[src/rtl/cpu_pkg.sv]
// Shared types and constants for the fetch-address sequencer.
// Optional build feature: PC_ALIGN_CHECK_EN (see pc_target_sel).
package cpu_pkg;

  localparam int unsigned PC_XLEN = 32;
  localparam int unsigned PC_INC  = 4;
  localparam logic [PC_XLEN-1:0] DEFAULT_RESET_VECTOR = 32'h0000_0000;

  typedef enum logic [1:0] {BOOT, RUN, WAIT} pc_state_t;

  // Encoding order doubles as redirect priority (higher value wins).
  typedef enum logic [1:0] {SRC_SEQ, SRC_JMP, SRC_BR, SRC_TRAP} pc_src_t;

  function automatic logic src_wins(input pc_src_t new_src, input pc_src_t old_src);
    return (new_src >= old_src);
  endfunction

endpackage

[src/rtl/pc_target_sel.sv]
// Priority select of the redirect target (trap > branch > jump) with alignment handling.
// PC_ALIGN_CHECK_EN: misaligned targets divert to trap_vec_i; otherwise bits [1:0] are cleared.
module pc_target_sel
  import cpu_pkg::*;
#(
  parameter int unsigned XLEN = PC_XLEN
) (
  input  logic            trap_i,
  input  logic [XLEN-1:0] trap_vec_i,
  input  logic            br_taken_i,
  input  logic [XLEN-1:0] br_target_i,
  input  logic            jmp_i,
  input  logic [XLEN-1:0] jmp_target_i,
  output logic            redirect_o,
  output logic [XLEN-1:0] target_o,
  output pc_src_t         src_o,
  output logic            misalign_o
);

  logic [XLEN-1:0] w_raw;

  always_comb begin
    w_raw      = '0;
    src_o      = SRC_SEQ;
    redirect_o = 1'b0;
    misalign_o = 1'b0;
    target_o   = '0;
    if (trap_i) begin
      w_raw      = trap_vec_i;
      src_o      = SRC_TRAP;
      redirect_o = 1'b1;
    end else if (br_taken_i) begin
      w_raw      = br_target_i;
      src_o      = SRC_BR;
      redirect_o = 1'b1;
    end else if (jmp_i) begin
      w_raw      = jmp_target_i;
      src_o      = SRC_JMP;
      redirect_o = 1'b1;
    end
`ifdef PC_ALIGN_CHECK_EN
    misalign_o = redirect_o && (w_raw[1:0] != 2'b00);
    target_o   = misalign_o ? trap_vec_i : w_raw;
    // A diverted target behaves like a trap for pending-redirect arbitration.
    if (misalign_o) src_o = SRC_TRAP;
`else
    target_o   = w_raw & ~(XLEN'(3));
`endif
  end

endmodule

[src/rtl/pc_sequencer.sv]
// Fetch PC owner: arbitrates redirects, runs the imem valid/ready handshake, drives flush/squash.
// Optional build feature: PC_ALIGN_CHECK_EN (misaligned redirect -> trap vector, misalign_o pulse).
module pc_sequencer
  import cpu_pkg::*;
#(
  parameter int unsigned     XLEN         = PC_XLEN,
  parameter logic [XLEN-1:0] RESET_VECTOR = XLEN'(DEFAULT_RESET_VECTOR)
) (
  input  logic            clk,
  input  logic            rst,
  input  logic            stall_i,
  input  logic            jmp_i,
  input  logic [XLEN-1:0] jmp_target_i,
  input  logic            br_taken_i,
  input  logic [XLEN-1:0] br_target_i,
  input  logic            trap_i,
  input  logic [XLEN-1:0] trap_vec_i,
  output logic            fetch_valid_o,
  input  logic            fetch_ready_i,
  output logic [XLEN-1:0] fetch_addr_o,
  output logic            fetch_squash_o,
  output logic            flush_if_o,
  output logic            flush_id_o,
  output logic            misalign_o
);

  pc_state_t       r_state, w_state_nxt;
  logic [XLEN-1:0] r_pc, w_pc_nxt;
  logic            r_pend_vld, w_pend_vld_nxt;
  logic [XLEN-1:0] r_pend_addr, w_pend_addr_nxt;
  pc_src_t         r_pend_src, w_pend_src_nxt;

  logic            w_redirect;
  logic [XLEN-1:0] w_target;
  pc_src_t         w_src;
  logic            w_misalign;
  logic            w_accept;
  logic            w_stuck;
  logic            w_take_new;

  pc_target_sel #(.XLEN(XLEN)) u_target_sel (
    .trap_i      (trap_i),
    .trap_vec_i  (trap_vec_i),
    .br_taken_i  (br_taken_i),
    .br_target_i (br_target_i),
    .jmp_i       (jmp_i),
    .jmp_target_i(jmp_target_i),
    .redirect_o  (w_redirect),
    .target_o    (w_target),
    .src_o       (w_src),
    .misalign_o  (w_misalign)
  );

  assign flush_if_o   = w_redirect;
  assign flush_id_o   = trap_i | br_taken_i | w_misalign;
  assign misalign_o   = w_misalign;
  assign fetch_addr_o = r_pc;

  always_ff @(posedge clk or negedge rst) begin
    if (!rst) begin
      r_state     <= BOOT;
      r_pc        <= RESET_VECTOR;
      r_pend_vld  <= 1'b0;
      r_pend_addr <= '0;
      r_pend_src  <= SRC_SEQ;
    end else begin
      r_state     <= w_state_nxt;
      r_pc        <= w_pc_nxt;
      r_pend_vld  <= w_pend_vld_nxt;
      r_pend_addr <= w_pend_addr_nxt;
      r_pend_src  <= w_pend_src_nxt;
    end
  end

  always_comb begin
    w_state_nxt     = r_state;
    w_pc_nxt        = r_pc;
    w_pend_vld_nxt  = r_pend_vld;
    w_pend_addr_nxt = r_pend_addr;
    w_pend_src_nxt  = r_pend_src;
    fetch_valid_o   = 1'b0;
    fetch_squash_o  = 1'b0;

    case (r_state)
      BOOT:    w_state_nxt   = RUN;
      RUN:     fetch_valid_o = !stall_i;
      WAIT:    fetch_valid_o = 1'b1;
      default: w_state_nxt   = BOOT;
    endcase

    w_accept   = fetch_valid_o && fetch_ready_i;
    w_stuck    = fetch_valid_o && !fetch_ready_i;
    w_take_new = w_redirect && (!r_pend_vld || src_wins(w_src, r_pend_src));

    if (w_stuck) begin
      // Request outstanding: hold the address, park any redirect until accept.
      w_state_nxt = WAIT;
      if (w_take_new) begin
        w_pend_vld_nxt  = 1'b1;
        w_pend_addr_nxt = w_target;
        w_pend_src_nxt  = w_src;
      end
    end else begin
      if (r_state == WAIT) w_state_nxt = RUN;
      w_pend_vld_nxt = 1'b0;
      w_pend_src_nxt = SRC_SEQ;
      fetch_squash_o = w_accept && (w_redirect || r_pend_vld);
      if (w_take_new)    w_pc_nxt = w_target;
      else if (r_pend_vld) w_pc_nxt = r_pend_addr;
      else if (w_accept) w_pc_nxt = r_pc + XLEN'(PC_INC);
    end
  end

endmodule

[config.mk]
export PLATFORM = sky130hd
export DESIGN_NAME = pc_sequencer
export DESIGN_NICKNAME = d
export VERILOG_FILES = /design/src/rtl/cpu_pkg.sv /design/src/rtl/pc_target_sel.sv /design/src/rtl/pc_sequencer.sv
export SDC_FILE = /design/constraint.sdc
export NUM_CORES = 1
export LEC_CHECK = 0
export CAP_MARGIN = 15
export CORE_ASPECT_RATIO = 1.4
export CORE_MARGIN = 2
export CORE_UTILIZATION = 25
export DETAILED_ROUTE_END_ITERATION = 10
export PLACE_DENSITY = 0.54
export SLEW_MARGIN = 20
export SYNTH_ARGS = -nofsm -noshare
export SYNTH_HDL_FRONTEND = slang
export SYNTH_SLANG_ARGS = --single-unit
[constraint.sdc]
create_clock -name clk -period 5.4 [get_ports clk]
set_input_delay 0.54 -clock clk [delete_from_list [all_inputs] [get_ports clk]]
set_output_delay 0.54 -clock clk [all_outputs]
set_load 0.02 [all_outputs]
==> impl.org, run 1 <==
** Logic synthesis
- Sequential element share of the synthesized area :: a little under two fifths
- Most frequent cells after synthesis :: nand2_1, dfrtp_1, o21ai_0, nor2_1, a21oi_1
- Dominant cells by area after synthesis :: dfrtp_1, nand2_1, mux2_2
- Most used flip-flop cell after synthesis :: dfrtp_1
- In the synthesized netlist, the number of instances is 501.
- Count of different cell masters after synthesis :: 59
- Area share of the leading cell type in the synthesized netlist :: 37.85%
- The synthesized design spends more area on one cell type than any other, namely dfrtp_1.
- Async S/R FF share, synth :: 100.0%
- In this run the cell area of the synthesized design comes to ~4300 µm².
- Avg Inst Size Synth :: approximately 8.6 µm²
- Synth Register Bits :: 65
- Number of enable flip-flop cells after synthesis :: 0
- During synthesis, Yosys emitted a total of 0 warnings.
- Among all cell types in the netlist, the one instantiated most often is nand2_1.

** Clock tree
- In this run, CTS created clock tree buffers numbering 9.
- Clock slew at reported path FFs :: roughly 0.05 ns
- Clock tree synthesis found a total of 65 sinks.
- Deepest clock path buffer count :: 2
- The clock reaches the later pin of the worst-skew pair after 0.33 ns.
- Library cell used as clock root buffer :: clkbuf_16
- Cells resized by post-CTS repair :: 0
- TritonCTS built the clock tree.
- H-tree depth :: 3
- Post-CTS timing repair inserted 0 buffers for setup.
- # hold bufs at CTS :: 0

** STA
- Sum of negative setup slack :: 0 ns
- Based on the critical path, the design can be clocked at up to about 300 MHz.
- Final-report max-slew violation count :: 0
- Actual slew at the worst max-slew pin :: roughly 0.87 ns
- Between clock sinks in the finished design, the worst skew comes to ~0.0073 ns.
- Final clock period utilization by the worst path :: slightly above 60%
- Final worst slack :: approximately 2.0 ns
- Final Hold Viols :: 0
- Time the final worst path needs with I/O delays and setup :: 3.357 ns
- Setup repair after global routing missed its margin :: false
- Headroom to the max-slew limit came out at a little over two fifths.
- Setup violations remaining at the end of the flow were counted as 0.

** Routing
- Dividing the detail-routed wire length by the instance count gives about 17 µm.
- The routed layout has a little over 4000 vias.
- Wires add up to ~14000 µm.
- Detailed-routing iteration count for the pre-antenna-repair pass :: 5
- Via density per instance :: just over 5
- Number of remaining DRC errors :: 0
- Once detail routing completed, the nets flagged for antenna violations numbered 0.
- The first routing iteration left 166 violations.

** Cells and area
- The number of antenna diodes in the final layout is 0.
- Area growth, synth to finish :: 40.55%
- Layout cell share with drive strength beyond 1 :: around 11%
- In the final design database the tool counted roughly 720 nets.

** Worst setup path
- Maximum net fanout on the critical path :: 34
- The signal on the critical path passes through buf_2, buf_4, or2_1, nor2_2, inv_2, nor2_1, nor3b_1, clkdlybuf4s50_1.
- Kind of launch point of the worst setup path :: input port
- Setup CP Type :: input port to output port
- Data on the critical path arrives at its endpoint at 2.82 ns.
- Data on the critical path is required at its endpoint by between 4 and 5 ns.
- The largest individual stage delay along the critical path comes from the cell clkdlybuf4s50_1.
- Longest individual stage delay on the worst path :: about 0.64 ns
- The worst setup path is captured at an output port.

** Power
- Highest ir drop seen on vdd :: approximately 0.00018 V
- Leakage component of the power :: around 0.0024 µW
- The completed layout was analyzed and its total power is 2490 µW.
- Dividing total power by cell area gives a power density of 412.3 nW/µm².

** Global route
- For this run the aggregate overflow at the end of global routing stands at 0.
- Global routing used between 10% and 20% of the available tracks across all layers.
- The number of global-route vias before repair is slightly above 4000.
- Wire length of the first global-routing pass :: 21230 µm
- Largest net degree at the start of global routing :: between 60 and 70
- Number of antenna violations at the first check in global routing :: 0

** Outcome
- The flow ran to the end, and the final reports show no timing, DRC or antenna violations.

** Place
- Worst setup timing slack at the placement stage :: roughly 1.4 ns
- The HPWL after detailed placement is 9376 µm.
- Number of buffer cells added on primary ports :: 130
- Final estimated routing congestion in global placement :: 0.7766

** Worst hold path
- Classification of the worst-slack hold path :: input port to asynchronous set/reset pin

** Die
- 140 I/O pins were placed.
- Row cnt :: 56
- The die covers between 15000 and 20000 µm².
- The initial utilization of the core area, before any placement, comes to between 20 and 30%.
- The die is approximately 110 µm wide.
- In this run the standard cell core region covers between 15000 and 20000 µm².
- The die is roughly 160 µm tall.

** Run
- Max Cap Viol :: 0
## area by class of cell
cell class                 count  area (µm²)
clock buffer                  12       266.5
fill                        1748       10780
sequential                    65        1630
multi-input combinational    387        2467
inverter                      11       41.29
timing repair buffer         140        1366
clock inverter                 3       15.01
tap                          203       254.0
## final timing paths
check	cells past startpoint	end	slack, ns	start
max	8	fetch_squash_o	2.04	trap_i
min	2	fetch_addr_o[3]$_DFFE_PN0P_	0.41	rst
max reg2reg	9	fetch_addr_o[31]$_DFFE_PN0P_	2.77	r_state[1]$_DFFE_PN0P_
min reg2reg	2	r_pend_addr[29]$_DFFE_PN0P_	0.48	r_pend_addr[29]$_DFFE_PN0P_
max in group asynchronous	2	r_pend_vld$_DFFE_PN0P_	4.34	rst
min in group clk	2	r_pend_addr[29]$_DFFE_PN0P_	0.48	r_pend_addr[29]$_DFFE_PN0P_
## registers in the layout (all words and copies together), names as in the netlist
name and count:
r_pend_vld 1, r_pend_addr 30, fetch_addr_o 30, r_state 2, r_pend_src 2
## per-layer routing
layer / share of wire (%) / wire [µm] / global-route usage, % / up-vias
met3: 5.2 / 708 / 2.589 / 10
met1: 41 / 5561 / 17.16 / 1974
met4: 1.1 / 150 / 4.655 / 0
li1: - / - / - / 2017
met2: 53 / 7212 / 27.06 / 132
met5: 0 / 0 / 0 / -
## worst max-delay path: cells and delay by family
| kind | cells | cell delay (ns) |
|---|---|---|
| buf+inv | 4 | 1.61 |
| simple gates | 4 | 0.64 |
## where the power goes
| group | total [µW] | internal, µW | leakage [µW] | switching [µW] |
|---|---|---|---|---|
| Sequential | 915 | 689 | 0.000817 | 226 |
| Clock | 550 | 343 | 0.000144 | 207 |
| Combinational | 1030 | 508 | 0.00147 | 518 |
| Total | 2490 | 1540 | 0.00243 | 951 |
## cells by family (layout without fill, tap and decap cells)
kind of cell	Yosys count	count (layout)	share of synthesized area (%)
AOI/OAI and AO/OA	155	155	22.39
xor gates and xnor gates	23	23	4.687
adders and majority gates	6	6	1.747
buffers and inverters	51	166	5.328
DFF	65	65	37.85
muxes	38	38	9.461
other	1	3	0.08725
and+or+nand+nor	162	162	18.46
## metrics by stage
step                      cells  cell area [µm²]  hold WS, ns  util [%]
after detailed placement    806             5754       0.4760     34.22
after global routing        821             6041       0.4830     35.92
after floorplan             503             4305       0.2444         -
final                       821             6041       0.4052     35.92
after CTS                   821             6036       0.4564     35.89
after global placement      806             5754       0.4623     34.22
## cell usage in the layout, fill, tap and decap left out, types with 8 or more instances in the layout
cell type,count
clkdlybuf4s50_1,128
nand2_1,65
dfrtp_1,64
o21ai_0,44
nor2_1,42
a21oi_1,37
a22oi_1,29
mux2_2,21
mux2i_1,17
xor2_1,17
nand3_1,11
inv_1,10
buf_4,10
clkbuf_16,9
o22ai_1,8
Power figures use the tool's default switching activity.
==> run 2: changes to the inputs <==
--- a/config.mk
+++ b/config.mk
@@ -10,7 +10,7 @@
 export CORE_MARGIN = 2
 export CORE_UTILIZATION = 25
 export DETAILED_ROUTE_END_ITERATION = 10
-export PLACE_DENSITY = 0.54
+export PLACE_DENSITY = 0.55
 export SLEW_MARGIN = 20
 export SYNTH_ARGS = -nofsm -noshare
 export SYNTH_HDL_FRONTEND = slang
==> constraint.sdc (replaced) <==
create_clock -name clk -period 2.8 [get_ports clk]
set_input_delay 0.28 -clock clk [delete_from_list [all_inputs] [get_ports clk]]
set_output_delay 0.28 -clock clk [all_outputs]
set_load 0.02 [all_outputs]
==> run 2 against run 1 <==
Net effect:
- sequential cell count is the same
- setup slack lost 1.8 ns
- wire length grew 1.3%
- die area is the same
- critical path type is now flip-flop to output port
- largest power group unchanged
- highest routed layer unchanged
==> impl.org, run 2 (same netlist as run 1, synthesis figures left out) <==
** Outcome
- Outcome :: complete, no violations

** Worst setup path
- Kind of launch point of the worst setup path :: flip-flop
- WP data required :: between 2 and 3 ns
- Maximum net fanout on the critical path :: 5
- Setup CP Type :: flip-flop to output port
- Longest individual stage delay on the worst path :: about 0.64 ns
- Buffers and inverters on the worst path :: 2
- Endpoint type of the worst setup path :: output port
- Family with the most delay on the worst path :: buffers and inverters
- On the critical path, the stage with the largest delay is an instance of clkdlybuf4s50_1.
- Data arrival at the endpoint of the critical path :: 2.27 ns
- Ordered list of cells on the worst path :: inv_1, ha_1, nor2b_1, o21ai_1, nor3b_1, clkdlybuf4s50_1

** Routing
- Antenna Nets Post-Route :: 0
- Across all layers, the routed design uses about 4200 vias.
- Total wirelength of the detailed-routed design :: between 10000 and 15000 µm
- In the detailed route, the total length drawn on met2 is about 7000 µm.
- After detailed routing, the number of remaining DRC violations is 0.
- Avg WL per Cell :: 16.63 µm
- Dividing the detail-routed via count by the number of cells gives 5.014.
- After detailed routing, no signal wire sits above met4.
- The first detailed-routing pass took 4 iterations.
- Detailed-route wire length on metal 1 :: around 5600 µm
- Summed over all nets, wire length on met3 after detailed routing comes to 624 µm.
- For this block, the initial DRC count from the detailed router was ~150.

** STA
- The max-slew violation total from the final report is 0.
- Maximum clock frequency :: roughly 390 MHz
- Setup violations remaining at the end of the flow were counted as 0.
- The count of final hold-check violations is 0.
- Actual slew at the worst max-slew pin :: 0.5823 ns
- Fin Clk Skew :: approximately 0.0077 ns
- The final critical path takes up 91.10% of the cycle.
- Time the final worst path needs with I/O delays and setup :: around 2.6 ns
- Setup repair after global routing left no endpoint under its margin.
- Setup slack on the critical path of the routed design comes to 0.2491 ns.
- In this run the tightest slew margin relative to its limit is 60.77%.
- Summed over all failing endpoints, the final setup total negative slack is 0 ns.

** Die
- 140 I/O pins were placed.
- The die covers 18270 µm².
- Row generation in the floorplan step produced 56 rows.
- Core area :: approximately 17000 µm²
- Once the floorplan was initialized, standard cells occupied 25.56% of the core.
- Die boundary height :: roughly 160 µm
- From left edge to right edge, the die measures between 100 and 150 µm.

** Clock tree
- CTS placed an instance of clkbuf_16 at the clock tree root.
- Total clock buffers created by CTS :: 9
- CTS built an H-tree with a depth of 3.
- CTS saw 65 sinks.
- TritonCTS clock tree :: done
- Buffer count from post-CTS setup fixing :: 0
- The clock reaches the later pin of the worst-skew pair after 0.34 ns.
- After clock tree synthesis, the clock-pin slew on the worst setup and hold paths is about 0.050 ns.
- After clock tree synthesis, the repair step resized 0 gates.
- Deepest clock path buffer count :: 2

** Cells and area
- The number of antenna diodes in the final layout is 0.
- For this run, the share of the core covered by cells in the final layout is 36.70%.
- The top cell types in the final layout, fill and taps aside, are clkdlybuf4s50_1, nand2_1, dfrtp_1.
- Layout cell share with drive strength beyond 1 :: a little under an eighth
- Area growth, synth to finish :: 43.61%
- Most frequent standard cell in the layout excluding fill and tap cells :: clkdlybuf4s50_1
- The layout has between 1500 and 2000 filler cells.
- Net count, final :: roughly 730

** Place
- Number of buffer cells added on primary ports :: 130
- Before CTS, the worst setup slack after placement is about 0.11 ns.
- Final HPWL from detailed placement :: a little under 10000 µm
- Final estimated routing congestion in global placement :: roughly 0.8

** Global route
- All-layer global routing usage :: between 15 and 20%
- The initial antenna violation count is 0.
- Entering global routing, the biggest net connects 66 pins.
- Wire length of the first global-routing pass :: roughly 22000 µm
- Number of global-route vias before repair :: 4207
- The total overflow left after global routing is 0.

** Worst hold path
- Classification of the worst-slack hold path :: input port to flip-flop

** Power
- The worst-case IR drop observed on VDD is roughly 0.00027 V.
- Dividing total power by cell area gives a power density of 815.8 nW/µm².
- The analysis attributes to cell leakage a power of around 0.0025 µW.

** Run
- Max Cap Viol :: 0
[run 2: area by class of cell]
| cell class | count | area [µm²] | share of cell area (%) |
|---|---|---|---|
| repair buffers | 148 | 1454 | 23.56 |
| multi-input cells | 387 | 2465 | 39.94 |
| flip-flops and latches | 65 | 1628 | 26.37 |
| clock buffers | 11 | 252.7 | 4.095 |
| clock inverters | 5 | 77.57 | 1.257 |
| well taps | 203 | 254.0 | 4.115 |
| inverters | 11 | 41.29 | 0.6690 |
[run 2: metrics by stage]
step	std cells	cell area, µm²	total power, µW	hold slack [ns]
global placement	813	5832	3736	0.3400
finish	830	6172	5035	0.4568
CTS	830	6172	5079	0.4626
global route	830	6172	5370	0.5055
detailed placement	813	5832	3807	0.3438
floorplan	503	4305	2899	-0.01559
[run 2: metal layers]
| layer | global-route usage, % | vias to the layer above |
|---|---|---|
| li1 | - | 2036 |
| met1 | 17.49 | 1990 |
| met2 | 27.78 | 118 |
| met3 | 2.627 | 18 |
| met4 | 6.572 | 0 |
| met5 | 0 | - |
[run 2: path summary, 6_finish.rpt]
check,startpoint,endpoint,slack [ns],depth (start not counted)
hold / removal,trap_i,r_pend_src[0]$_DFFE_PN0P_,0.46,3
setup reg to reg,r_state[1]$_DFFE_PN0P_,fetch_addr_o[27]$_DFFE_PN0P_,0.49,9
min in group asynchronous,rst,r_pend_addr[4]$_DFFE_PN0P_,0.49,3
setup / recovery,r_state[1]$_DFFE_PN0P_,fetch_squash_o,0.25,6
max in group asynchronous,rst,r_pend_addr[21]$_DFFE_PN0P_,2.01,3
hold reg to reg,r_pend_addr[28]$_DFFE_PN0P_,r_pend_addr[28]$_DFFE_PN0P_,0.48,2
[run 2: repair_timing]
item / 4_1_cts / 5_1_grt
endpoints found under the setup margin: 0 / 0
endpoints found under the hold margin: 65 / 0
hold buffers: 1 / 0
[run 2: worst reg2reg max path: stages (launching register included)]
cell      delay [ns]
dfrtp_1         0.36
inv_1           0.07
ha_1            0.23
nor2b_1         0.16
o21ai_1         0.30
inv_1           0.19
o31ai_4         0.19
buf_4           0.38
o31ai_1         0.15
o21bai_1        0.16
[run 2: where the power goes]
| group | leakage (µW) | internal [µW] | switching, µW |
|---|---|---|---|
| Clock | 0.000162 | 825 | 432 |
| Combinational | 0.00152 | 1010 | 1070 |
| Sequential | 0.000817 | 1330 | 370 |
